File: src/rtl/hazard_unit.sv
// Pipeline hazard controller: load-use stall, branch flush, memory-wait freeze with watchdog.
// Optional performance counters are built when HAZARD_PERF_EN is defined.
module hazard_unit #(
  parameter int unsigned MEM_TIMEOUT = 16
) (
  input  logic        clock,
  input  logic        reset,
  input  logic [4:0]  addr1DEC,
  input  logic [4:0]  addr2DEC,
  input  logic        use1DEC,
  input  logic        use2DEC,
  input  logic [4:0]  rdEXE,
  input  logic        WregEXE,
  input  logic        loadEXE,
  input  logic        branchTakenEXE,
  input  logic        memReqMEM,
  input  logic        memReadyMEM,
  output logic        stallPC,
  output logic        stallFD,
  output logic        stallDE,
  output logic        stallEM,
  output logic        flushFD,
  output logic        bubbleDE,
  output logic        bubbleMW,
`ifdef HAZARD_PERF_EN
  output logic [31:0] perfLoadUse,
  output logic [31:0] perfMemWait,
  output logic [31:0] perfFlush,
`endif
  output logic        memErr
);

  localparam logic [0:0] RUN  = 1'b0;
  localparam logic [0:0] WAIT = 1'b1;
  localparam logic [7:0] TMO  = 8'(MEM_TIMEOUT);

  logic [0:0] state;
  logic [7:0] cnt;
  logic       err;
  logic       lu, tmo, freeze, br_app, lu_app;

  always_comb begin
    lu = loadEXE & WregEXE & (rdEXE != 5'd0) &
         ((use1DEC & (rdEXE == addr1DEC)) | (use2DEC & (rdEXE == addr2DEC)));
    tmo    = (state == WAIT) & (cnt == TMO);
    freeze = ~reset & memReqMEM & ~memReadyMEM & ~tmo;
    br_app = ~reset & ~freeze & branchTakenEXE;
    lu_app = ~reset & ~freeze & ~branchTakenEXE & lu;
  end

  always_comb begin
    stallPC  = freeze | lu_app;
    stallFD  = freeze | lu_app;
    stallDE  = freeze;
    stallEM  = freeze;
    bubbleMW = freeze;
    flushFD  = br_app;
    bubbleDE = br_app | lu_app;
    memErr   = err & ~reset;
  end

  // A dropped request in WAIT is treated the same as a completed access.
  always_ff @(posedge clock) begin
    if (reset) begin
      state <= RUN;
      cnt   <= '0;
      err   <= 1'b0;
    end else begin
      case (state)
        RUN: begin
          if (memReqMEM & ~memReadyMEM) begin
            state <= WAIT;
            cnt   <= 8'd1;
          end
        end
        default: begin
          if (~memReqMEM | memReadyMEM) begin
            state <= RUN;
            cnt   <= '0;
          end else if (tmo) begin
            state <= RUN;
            cnt   <= '0;
            err   <= 1'b1;
          end else begin
            cnt <= cnt + 8'd1;
          end
        end
      endcase
    end
  end

`ifdef HAZARD_PERF_EN
  logic [31:0] c_lu, c_mw, c_fl;

  always_ff @(posedge clock) begin
    if (reset) begin
      c_lu <= '0;
      c_mw <= '0;
      c_fl <= '0;
    end else begin
      if (lu_app && c_lu != '1) c_lu <= c_lu + 32'd1;
      if (freeze && c_mw != '1) c_mw <= c_mw + 32'd1;
      if (br_app && c_fl != '1) c_fl <= c_fl + 32'd1;
    end
  end

  always_comb begin
    perfLoadUse = reset ? '0 : c_lu;
    perfMemWait = reset ? '0 : c_mw;
    perfFlush   = reset ? '0 : c_fl;
  end
`endif

endmodule

File: config.mk
export PLATFORM = sky130hd
export DESIGN_NAME = hazard_unit
export DESIGN_NICKNAME = d
export VERILOG_FILES = /design/src/rtl/hazard_unit.sv
export SDC_FILE = /design/constraint.sdc
export NUM_CORES = 1
export LEC_CHECK = 0
export BUFFER_PORTS_ARGS = -buffer_cell sky130_fd_sc_hd__buf_2
export CAP_MARGIN = 5
export CORE_MARGIN = 2
export CORE_UTILIZATION = 40
export DETAILED_ROUTE_END_ITERATION = 6
export PLACE_DENSITY = 0.8
export SYNTH_ARGS = -nofsm -noshare
export SYNTH_HDL_FRONTEND = slang
export SYNTH_SLANG_ARGS = --single-unit
File: constraint.sdc
create_clock -name clock -period 4.1 [get_ports clock]
set_input_delay 0.41 -clock clock [delete_from_list [all_inputs] [get_ports clock]]
set_output_delay 0.41 -clock clock [all_outputs]
set_load 0.01 [all_outputs]
==> flow_summary_export.csv <==
group,metric,value,unit
status,status,"finished, final reports clean",
clock_tree,cts_max_level,1,
floorplanning,core_area,1730,um2
critical_path,cp_max_fo,4,
sta,grt_setup_unrepaired,"false",
sta,relSlewSlack,0.614,
critical_path,worst_r2r_endpoint,"cnt[7]$_SDFFE_PP0P_",
layout,drive_gt1_frac,0.305,
sta,hold_viol_final,0,
sta,period_minus_slack,2360,ps
clock_tree,cts_buffers,3,
synthesis,ys_top_cells_by_area,"dfxtp_1 (27%), xor2_1 (9.5%), a21oi_1 (4.1%)",
detailed_routing,ant_nets,0,
synthesis,synth_top_area_cell,"dfxtp_1",
global_routing,grt_pass1_vias,620,
placement,io_buffers,31,
min_path,whs_endpoint,"err$_SDFFE_PP0P_",
pwr,powerDensity,229,nW/um2
detailed_routing,via_per_inst,5.30,
detailed_routing,drt-total-wl,1.66,mm
floorplanning,dieArea,2190,um2
placement,postPlaceCellArea,883,um2
sta,tns,0,ps
floorplanning,row_count,15,
sta,clock.fmax,0.424,GHz
flow_run,cap_viol_max_count,0,
layout,areaGrowthSynthToFinish,23.3,%
detailed_routing,drt_iter0_drc,10,
detailed_routing,vias,758,
critical_path,crit_type,"reg -> out",
synthesis,avgSynthCellArea,8.25,um2
critical_path,arrival,1950,ps
sta,drv_slew,0,
synthesis,synth_cell_types,36,
global_routing,antenna_found_initial,0,
sta,setup_viol,0,
detailed_routing,wl_per_cell,11.6,um
floorplanning,start_util,0.425,
critical_path,cp-end-kind,"primary output",
detailed_routing,drc,0,
min_path,min_path_type,"reg -> reg",
critical_path,required,3690,ps
synthesis,yosys.area.top_type_share,0.273,
synthesis,syn_area,734,um2
synthesis,yosys_warnings,0,
global_routing,grt_first_pass_wirelength,2.42,mm
clock_tree,post_cts_buffers,0,
floorplanning,die_w,46.9,um
placement,gp_congestion,0.770,
layout,final_cell_mix,"buf_2 (31), dfxtp_1 (10), xor2_1 (8), nor2_1 (7), a21oi_1 (6)",
global_routing,grt_overflow,0,
sta,skew,0.793,ps
critical_path,r2r_start,"cnt[0]$_SDFFE_PP0P_",
synthesis,syn-instance-count,89,
min_path,whs_path_depth,2,
layout,diodes,0,
clock_tree,cts_hold_buf,0,
clock_tree,cts_resized,0,
global_routing,grt_use_total,0.161,
clock_tree,clk_path_buf_depth,2,
clock_tree,cts_tree,"done",
synthesis,synth-seq-area-share,0.273,
clock_tree,clk_latency,270,ps
floorplanning,die_y,46.9,um
min_path,holdCritStartpoint,"err$_SDFFE_PP0P_",
layout,finalInstanceArea,906,um2
pwr,leakage,0.375,nW
placement,place_hpwl,1.29,mm
critical_path,setup.worst_path.start_class,"flip-flop",
synthesis,synth-seq-cells,10,
critical_path,ff2ff_path_depth,6,
sta,worst_pin_slew,580,ps
detailed_routing,dr.pass1.iters,4,
critical_path,regToRegSetupSlack,2200,ps
layout,layout.cells.most_common,"buf_2",
floorplanning,ioPinCount,32,
pwr,ir_drop,196,uV
clock_tree,path_clk_slew,60,ps
synthesis,syn_nets,115,
layout,nNetsFinal,146,
pwr,power.total,0.208,mW
clock_tree,cts_sinks,10,
global_routing,grt_max_degree,16,
clock_tree,root_buffer,"clkbuf_4",
sta,finalCritPeriodShare,0.576,
final cells by class:
class | instances | area [um2]
Timing Repair Buffer | 31 | 155
Clock buffer | 3 | 22.5
Fill cell | 180 | 821
Tap cell | 25 | 31.3
Inverter | 2 | 7.51
Sequential cell | 10 | 200
Multi-Input combinational cell | 72 | 489
power by group:
group	switching (mW)	total [mW]	internal (mW)
Sequential	0.00156	0.0998	0.0983
Clock	0.0344	0.0684	0.0340
Combinational	0.0199	0.0393	0.0194
Total	0.0558	0.208	0.152
metal layers:
layer  part of all wire  global-route usage
met2               0.48               0.277
met4              0.027               0.100
met5                  0                   0
met1               0.42               0.176
met3              0.076              0.0385
registers in the layout (all words and copies together) (netlist names):
register	count
err	1
cnt	8
state	1
kinds of logic after synthesis:
family          synth area share
fa+ha+maj                 0.0341
flops                      0.273
compound gates             0.203
buf+inv                   0.0613
simple gates               0.310
xor+xnor                   0.119
worst max-delay path: stages, from the launching register on:
cell and delay, ps:
dfxtp_1 340, inv_1 80, ha_1 150, and4bb_4 250
a31oi_1 100, or4_1 510, o21bai_1 120, buf_2 140
stage by stage:
stage	hold WS, ps	utilization	cells	setup WS, ps
6_report	474	0.525	143	1740
3_3_place_gp	447	0.512	140	2080
3_5_place_dp	459	0.512	140	2030
2_1_floorplan	429	-	89	1910
5_1_grt	505	0.525	143	1680
4_1_cts	477	0.525	143	1740
worst max-delay path by stage:
stage	slack (ps)	cells past startpoint	end	from
global route	1680	7	bubbleDE	cnt[0]$_SDFFE_PP0P_
floorplan	1910	7	stallPC	cnt[0]$_SDFFE_PP0P_
CTS	1740	7	bubbleDE	cnt[0]$_SDFFE_PP0P_
global placement	2080	7	bubbleDE	cnt[0]$_SDFFE_PP0P_
detailed placement	2030	7	bubbleDE	cnt[0]$_SDFFE_PP0P_
finish	1740	7	bubbleDE	cnt[0]$_SDFFE_PP0P_
cell usage after synthesis:
cell / n
and3_1: 1
dfxtp_1: 10
nor2b_1: 2
clkbuf_1: 1
and2_0: 1
a21oi_1: 6
o21ai_0: 3
nand3_1: 2
nand2b_1: 2
and2b_1: 1
ha_1: 2
nor3b_1: 1
buf_4: 3
o21a_1: 1
xor2_1: 8
and4bb_4: 1
nand4_1: 1
buf_6: 1
xnor2_1: 2
or3_1: 2
nor4_1: 2
o21bai_1: 2
a41oi_1: 1
nor3_1: 4
a31oi_1: 2
nand2_1: 4
nor2_1: 7
a211oi_1: 1
a22oi_1: 1
nand3b_1: 3
o211a_1: 1
inv_1: 2
a311oi_1: 3
a32oi_1: 1
and3_4: 1
or4_1: 3
Note: power is estimated with default switching activity, not from simulation.
